$ cat config.mk
export PLATFORM = sky130hd
export DESIGN_NAME = fib_table_reader
export DESIGN_NICKNAME = d
export VERILOG_FILES = /design/src/rtl/fib_pkg.sv /design/src/rtl/fib_valid_tracker.sv /design/src/rtl/fib_table_reader.sv
export SDC_FILE = /design/constraint.sdc
export NUM_CORES = 1
export LEC_CHECK = 0
export CELL_PAD_IN_SITES_DETAIL_PLACEMENT = 0
export CELL_PAD_IN_SITES_GLOBAL_PLACEMENT = 1
export CORE_ASPECT_RATIO = 1.75
export CORE_MARGIN = 10
export CORE_UTILIZATION = 35
export CTS_CLUSTER_SIZE = 30
export DETAILED_ROUTE_END_ITERATION = 10
export PLACE_DENSITY_LB_ADDON = 0.1
export SYNTH_ARGS = -nofsm -noshare
export SYNTH_HDL_FRONTEND = slang
export SYNTH_HIERARCHICAL = 1
export SYNTH_SLANG_ARGS = --single-unit
export TNS_END_PERCENT = 30
$ cat constraint.sdc
create_clock -name clk -period 2.4 [get_ports clk]
set_input_delay 0.24 -clock clk [delete_from_list [all_inputs] [get_ports clk]]
set_output_delay 0.24 -clock clk [all_outputs]
set_load 0.1 [all_outputs]
$ cat src/rtl/fib_pkg.sv
// Shared definitions for the Fibonacci table writer and reader.
package fib_pkg;

  // Largest index whose fib value fits a 16-bit word (fib(23) = 46368).
  localparam int unsigned FIB_MAX_INDEX  = 23;
  localparam int unsigned FIB_BASE_VALUE = 1;

  typedef enum logic [1:0] {
    StatHit  = 2'd0,
    StatMiss = 2'd1,
    StatOvf  = 2'd2
  } fib_status_e;

  typedef enum logic [1:0] {
    StIdle = 2'd0,
    StRead = 2'd1,
    StWait = 2'd2,
    StResp = 2'd3
  } fib_state_e;

endpackage

$ cat src/rtl/fib_valid_tracker.sv
// Tracks the highest index of the Fibonacci table that has been filled
// contiguously from the base cases, by snooping port-A writes.
module fib_valid_tracker #(
  parameter int unsigned ADDR_W    = 12,
  parameter int unsigned MAX_INDEX = fib_pkg::FIB_MAX_INDEX
) (
  input  logic              clk,
  input  logic              reset,
  input  logic              snoop_wren,
  input  logic [ADDR_W-1:0] snoop_addr,
  input  logic              invalidate,
  output logic [ADDR_W-1:0] valid_top
);

  logic extend;

  // Only the write immediately above the current top extends the valid range.
  always_comb begin
    extend = snoop_wren && (snoop_addr == valid_top + ADDR_W'(1)) &&
             (valid_top < ADDR_W'(MAX_INDEX));
  end

  // Indices 0 and 1 are always valid; invalidate beats a same-cycle write.
  always_ff @(posedge clk) begin
    if (reset || invalidate) begin
      valid_top <= ADDR_W'(1);
    end else if (extend) begin
      valid_top <= valid_top + ADDR_W'(1);
    end
  end

endmodule

$ cat src/rtl/fib_table_reader.sv
// Serves fib(N) lookups from the FBC table over RAM port B. Base cases,
// overflowing indices and not-yet-written entries are answered directly.
module fib_table_reader
  import fib_pkg::*;
#(
  parameter int unsigned ADDR_W      = 12,
  parameter int unsigned DATA_W      = 16,
  parameter int unsigned RAM_LATENCY = 1,
  parameter int unsigned MAX_INDEX   = FIB_MAX_INDEX
) (
  input  logic              clk,
  input  logic              reset,
  input  logic              req_valid,
  output logic              req_ready,
  input  logic [ADDR_W-1:0] req_index,
  output logic              rsp_valid,
  input  logic              rsp_ready,
  output logic [DATA_W-1:0] rsp_data,
  output logic [1:0]        rsp_status,
  output logic              ram_rd_en,
  output logic [ADDR_W-1:0] ram_rd_addr,
  input  logic [DATA_W-1:0] ram_rd_data,
  input  logic              snoop_wren,
  input  logic [ADDR_W-1:0] snoop_addr,
  input  logic              invalidate,
  output logic [ADDR_W-1:0] valid_top
);

  fib_state_e state;
  logic [1:0] wait_cnt;

  fib_valid_tracker #(
    .ADDR_W    (ADDR_W),
    .MAX_INDEX (MAX_INDEX)
  ) u_tracker (
    .clk        (clk),
    .reset      (reset),
    .snoop_wren (snoop_wren),
    .snoop_addr (snoop_addr),
    .invalidate (invalidate),
    .valid_top  (valid_top)
  );

  // Only input-facing output that is decoded rather than registered.
  always_comb begin
    req_ready = (state == StIdle);
  end

  // Request FSM with registered response and RAM strobe.
  always_ff @(posedge clk) begin
    if (reset) begin
      state       <= StIdle;
      wait_cnt    <= 2'd0;
      rsp_valid   <= 1'b0;
      rsp_data    <= '0;
      rsp_status  <= StatHit;
      ram_rd_en   <= 1'b0;
      ram_rd_addr <= '0;
    end else begin
      unique case (state)
        StIdle: begin
          if (req_valid) begin
            if (req_index > ADDR_W'(MAX_INDEX)) begin
              rsp_valid  <= 1'b1;
              rsp_data   <= '0;
              rsp_status <= StatOvf;
              state      <= StResp;
            end else if (req_index <= ADDR_W'(1)) begin
              rsp_valid  <= 1'b1;
              rsp_data   <= DATA_W'(FIB_BASE_VALUE);
              rsp_status <= StatHit;
              state      <= StResp;
            end else if (req_index <= valid_top) begin
              ram_rd_en   <= 1'b1;
              ram_rd_addr <= req_index;
              state       <= StRead;
            end else begin
              rsp_valid  <= 1'b1;
              rsp_data   <= '0;
              rsp_status <= StatMiss;
              state      <= StResp;
            end
          end
        end
        StRead: begin
          ram_rd_en <= 1'b0;
          wait_cnt  <= 2'd0;
          state     <= StWait;
        end
        StWait: begin
          // Data lands RAM_LATENCY cycles after the strobe; capture on the last.
          if (wait_cnt == 2'(RAM_LATENCY - 1)) begin
            rsp_valid  <= 1'b1;
            rsp_data   <= ram_rd_data;
            rsp_status <= StatHit;
            state      <= StResp;
          end else begin
            wait_cnt <= wait_cnt + 2'd1;
          end
        end
        StResp: begin
          if (rsp_ready) begin
            rsp_valid <= 1'b0;
            state     <= StIdle;
          end
        end
        default: state <= StIdle;
      endcase
    end
  end

endmodule

### Yosys cells after proc, flatten, opt, wreduce, memory -nomap -nowiden

Index checks and enable logic that the tools add are counted.

* bits of input ports: 46
* register bits: 48

* add/subtract/negate cells: 2
* reduce and logical (&&, ||, !) cells: 15
* bitwise gates (word level): 2
* equality and inequality tests: 12
* $lt $le $gt $ge: 4
* mux-type cells: 33

Operators by type and width (count)
* 16-bit 2-to-1 mux: 5
* 16-bit case mux with 2 select lines: 1
* 2-bit 2-to-1 mux: 12
* 5-bit AND reduction: 3
* 12-bit by 1-bit adder with 12-bit output (second input constant): 1
* 12-bit == test: 1
* 12-bit by 5-bit greater-than comparator with 1-bit output (second input constant): 1
* 12-bit by 1-bit <= comparator with 1-bit output (second input constant): 1
* 12-bit <= comparator: 1
* 12-bit by 5-bit less-than comparator with 1-bit output (second input constant): 1
* 2-bit != test (second input constant): 6
* 1-bit 2-to-1 mux: 10
* 2-bit case mux with 2 select lines: 2
* 2-bit case mux with 4 select lines: 1
* 2-bit nonzero test: 3
* 2-bit == test (second input constant): 2
* 2-bit logical NOT: 2
* 4-bit != test (second input constant): 1
* 4-bit AND reduction: 1
* 1-bit case mux with 3 select lines: 1
* 3-bit AND reduction: 1
* 3-bit nonzero test: 1
* 2-bit by 1-bit adder with 2-bit output (second input constant): 1
* 2-bit by 1-bit == test with 1-bit output (second input constant): 1
* other kinds (6): 8

### Logic depth before layout (Yosys ltp)

* depth in word-level cells: 6
* depth in mapped cells: 10
* depth with buffers taken out: 8

### Hierarchy

Netlist, hierarchy kept.

By module, submodules not included
* fib_table_reader: sequential area each 720.7 um^2, times used 1, cells an instance 225, area each 2073.2 um^2
* fib_valid_tracker: sequential area each 240.2 um^2, times used 1, cells an instance 96, area each 855.8 um^2

### Least setup slack after synthesis

No wires, ideal clock.

* path kind: register to register
* start: register u_tracker.valid_top[10]
* end: register rsp_data[2]
* data required time: 2330 ps
* arrival: 2895 ps
* path slack: -566 ps
* period minus slack after synthesis: 2966 ps
* cell stages (with the launch flop): 11
* path through: dfxtp_1 > inv_1 > ha_1 > nand4_1 > nor3_1 > nor3b_1 > a21bo_2 > clkbuf_1 > buf_4 > nand3_2 > a21oi_2

* word-level cells in the longest chain between the ends: 3

Ends and longest elaborated chain
* start, declared: line fib_valid_tracker.sv:12 `output logic [ADDR_W-1:0] valid_top`
* start signal, assigned: line fib_valid_tracker.sv:28 `valid_top <= valid_top + ADDR_W'(1);`
* 12-bit <= comparator: line fib_table_reader.sv:73 `end else if (req_index <= valid_top) begin`
* 4-bit != test (no source line)
* 4-bit AND reduction (no source line)
* end signal, assigned: line fib_table_reader.sv:70 `rsp_data <= DATA_W'(FIB_BASE_VALUE);`
* end signal, assigned: line fib_table_reader.sv:94 `rsp_data <= ram_rd_data;`
* end, declared: line fib_table_reader.sv:18 `output logic [DATA_W-1:0] rsp_data,`

No other way between the ends.
A chain may end at the register's enable or synchronous reset.

### Worst setup path after layout

* start: register u_tracker.valid_top[0]
* end: register u_tracker.valid_top[1]

* word-level cells in the longest chain between the ends: 4
* elaborated cells between the ends (all ways): 5

Ends and longest elaborated chain
* 12-bit by 1-bit adder with 12-bit output: line fib_valid_tracker.sv:19, fib_valid_tracker.sv:28
* 12-bit == test: line fib_valid_tracker.sv:19 `extend = snoop_wren && (snoop_addr == valid_top + ADDR_W'(1)) &&`
* 1-bit logical AND (2 in series): line fib_valid_tracker.sv:19

Parallel ways exist; a longest one is shown, timed or not.

==> metrics.cfg <==
[run_status]
outcome = complete, no violations

[route]
drt-vias-per-instance = 5.366
antenna_left = 0
drtPass1Iterations = 4
first_iter_violations = 87
wl_mm = 8.899
drc = 0
route.vias.total = 2828
wl_per_cell_um = 16.89

[setup_path]
r2r_start = u_tracker/valid_top[0]
critical_path_class = reg -> reg
crit_slowest_cell = dfxtp_4
slowest_delay_ns = 0.34
path_max_fanout = 3
required_ns = 2.61
path_cells = ha_2 > xnor2_2 > nand3_1 > nor4b_2 > nand4_1 > buf_4 > a211oi_4 > buf_6 > mux2i_1
path_delay_family = simple AND/OR/NAND/NOR gates
crit_path_start = u_tracker/valid_top[0]
end_kind = register
crit_arrival_ns = 2.44
critPathBufInv = 2
cp-start-kind = register

[layout]
final_area_um2 = 4223
final_nets = 498
drive_gt1_share_pct = 32.41
area_delta_synth_final_pct = 44.17
n_antenna_cell = 0
final_core_util_pct = 51.14

[synth]
post_synth_num_cell_types = 56
syn-num-nets = 385
synth-simple-area-share_pct = 24.60
ys_warn_count = 6
yosys-top-cells-area = dfxtp_1 (33%), ha_1 (7.7%), o2111ai_1 (4.8%)
syn_area_per_cell_um2 = 9.125
synth_top_family_by_area = simple AND/OR/NAND/NOR gates
synth-async-reset-ratio_pct = 0
seq_area_frac_synth_pct = 32.81
synth-compound-area-share_pct = 19.56
synth_area_leader_cell = dfxtp_1
synthFlopType = dfxtp_1
synthCells = 321
synthMuxAreaShare_pct = 3.460
synth-seq-cells = 48
synth-xor-area-share_pct = 4.485
netlist_area_um2 = 2929
synth_edf_count = 0
synth_fa_ha_area_share_pct = 7.689
synth_top_area_share_pct = 32.81

[sta]
finalMaxSlewViolations = 0
worstMarginPinSlew_ns = 0.5230
setup_ws_ns = 0.1791
fin_setup_tns_ns = 0
fin_crit_sh_pct = 92.54
relSlewSlack_pct = 64.76
layout_min_cycle_time_ns = 2.221
rsz0062_at_grt = false
setup_viol = 0
finClkSkew_ns = 0.004617
timing.hold.ws_ns = 0.2678
max_clock_freq_mhz = 450.3
hold_viol = 0

[flow_run]
drv_cap = 0

[floorplan]
start_util_pct = 35.47
core.rowCount = 44
coreArea_um2 = 8258
die_h_um = 141.0
die_area_um2 = 12570
dieWidth_um = 89.16
io-pin-count = 91

[place]
postPlaceCellArea_um2 = 4051
dp_hpwl_mm = 7.173
place_congestion = 0.8473
io_buffers = 90
pre_cts_slack_ns = -0.1277

[global_route]
grt-ovfl-total = 0
grt_pass1_vias = 3002
grt_max_degree = 44
gr-usage-all-layers_pct = 14.25
antenna_found_initial = 0
grt_pass1_wl_mm = 14.34

[pwr]
power.switching_mw = 1.420
internal-power_mw = 1.805
sw_frac_of_total_pct = 44.03
clockPowerShare_pct = 22.1
power_frac_comb_pct = 49.6
irDropWorstVdd_mv = 0.4985
power_density_nw_per_um2 = 763.8
pwr-share-seq_pct = 28.3
leakage_nw = 1.569

[clocking]
root_buffer = clkbuf_16
h-tree-depth = 2
clkTransAtPathRegs_ns = 0.06
cts_tree = built
holdBufCountCts = 0
cts_buffers = 5
clk_latency_ns = 0.29
cts_buffer_depth = 2
cts_sinks = 48

[min_path]
hold_class = in -> reg
min_from = reset

cells in the final DEF, fill, tap and decap left out, types with 2 or more instances in the layout:
master           netlist  layout
buf_4                  2      79
clkdlybuf4s50_1        0      44
dfxtp_1               48      36
inv_1                 23      23
a21oi_1               16      16
o2111ai_1             16      16
nor3b_1               16      16
ha_1                  18      16
nand2_1               14      14
nand3_1               13      13
nand2b_1              12      12
nor2_1                11      11
dfxtp_4                0      11
nand3_2               10      10
a21oi_2               10      10
mux2i_1                9       9
nand4_1                8       8
xnor2_1               10       8
nor3_1                 5       5
or3_1                  5       5
nor2b_1                5       5
clkbuf_16              0       5
xor2_1                 5       5
o21ai_0                4       4
nor4_1                 2       2
o21ai_1                2       2
or2_2                  2       2
a211oi_1               2       2
o22ai_1                2       2
nand3b_1               2       2
o31ai_1                2       2
a311oi_1               2       2
ha_2                   0       2
buf_12                 0       2
a31oi_1                3       2
xnor2_2                0       2
a2111oi_1              2       2
sequential cells by signal, summed over array words and instances (netlist names):
| signal | count |
|---|---|
| ram_rd_addr | 12 |
| ram_rd_en | 1 |
| rsp_data | 16 |
| rsp_status | 2 |
| rsp_valid | 1 |
| state | 2 |
| u_tracker/valid_top | 12 |
| wait_cnt | 2 |
stage by stage:
step | power [mW] | cells
final | 3.225 | 527
after global routing | 3.400 | 527
after CTS | 3.275 | 527
after detailed placement | 2.546 | 519
after global placement | 2.532 | 519
after floorplan | 2.072 | 321
cell usage after synthesis, types with 8 or more instances:
cell,instances
nand4_1,8
ha_1,18
dfxtp_1,48
nand2b_1,12
nand2_1,14
o2111ai_1,16
nand3_1,13
mux2i_1,9
nand3_2,10
a21oi_1,16
a21oi_2,10
nor3b_1,16
xnor2_1,10
inv_1,23
nor2_1,11
clkbuf_1,11
tightest hold or removal path, stage by stage:
cell     delay, ns
buf_2         0.12
or3_1         0.10
mux2i_1       0.05
final cells by class:
class | count | area [um^2]
Timing Repair Buffer | 127 | 1090
Sequential cell | 48 | 1003
Inverter | 23 | 86.33
Clock inverter | 1 | 6.256
Multi-Input combinational cell | 229 | 1779
Clock buffer | 7 | 142.6
Tap cell | 92 | 115.1
Fill cell | 814 | 4035
power groups by stage:
stage | Clock [mW] | Combinational (mW) | Sequential (mW)
after floorplan | 0 | 0.724 | 1.35
after global placement | 0 | 1.61 | 0.927
after detailed placement | 0 | 1.62 | 0.931
after CTS | 0.743 | 1.62 | 0.913
after global routing | 0.772 | 1.71 | 0.923
final | 0.714 | 1.60 | 0.912
path summary, 6_finish.rpt:
path | slack, ns | to | cells after the start
worst max-delay path | 0.18 | u_tracker/valid_top[1] | 9
worst min-delay path | 0.27 | u_tracker/valid_top[2] | 3
worst max register to register | 0.18 | u_tracker/valid_top[1] | 9
worst min register to register | 0.46 | rsp_data[0] | 2
routing by layer:
layer  vias to the layer above  GRT usage [%]  share of wire, %
met2                        81          26.58                55
met1                      1328          13.57                36
li1                       1400              -                 -
met4                         0          6.650               3.1
met3                        19          3.924               6.2
met5                         -              0                 0
logic make-up after synthesis:
| family | after synthesis |
|---|---|
| xor+xnor | 15 |
| flops | 48 |
| buf+inv | 44 |
| mux | 10 |
| fa+ha+maj | 18 |
| simple gates | 114 |
| compound gates | 72 |
timing repair:
action / in CTS / in global routing
setup buffers: 0 / 0
gates resized for setup: 0 / 5
endpoints found under the setup margin: 0 / 10
Note: power is estimated with default switching activity, not from simulation.
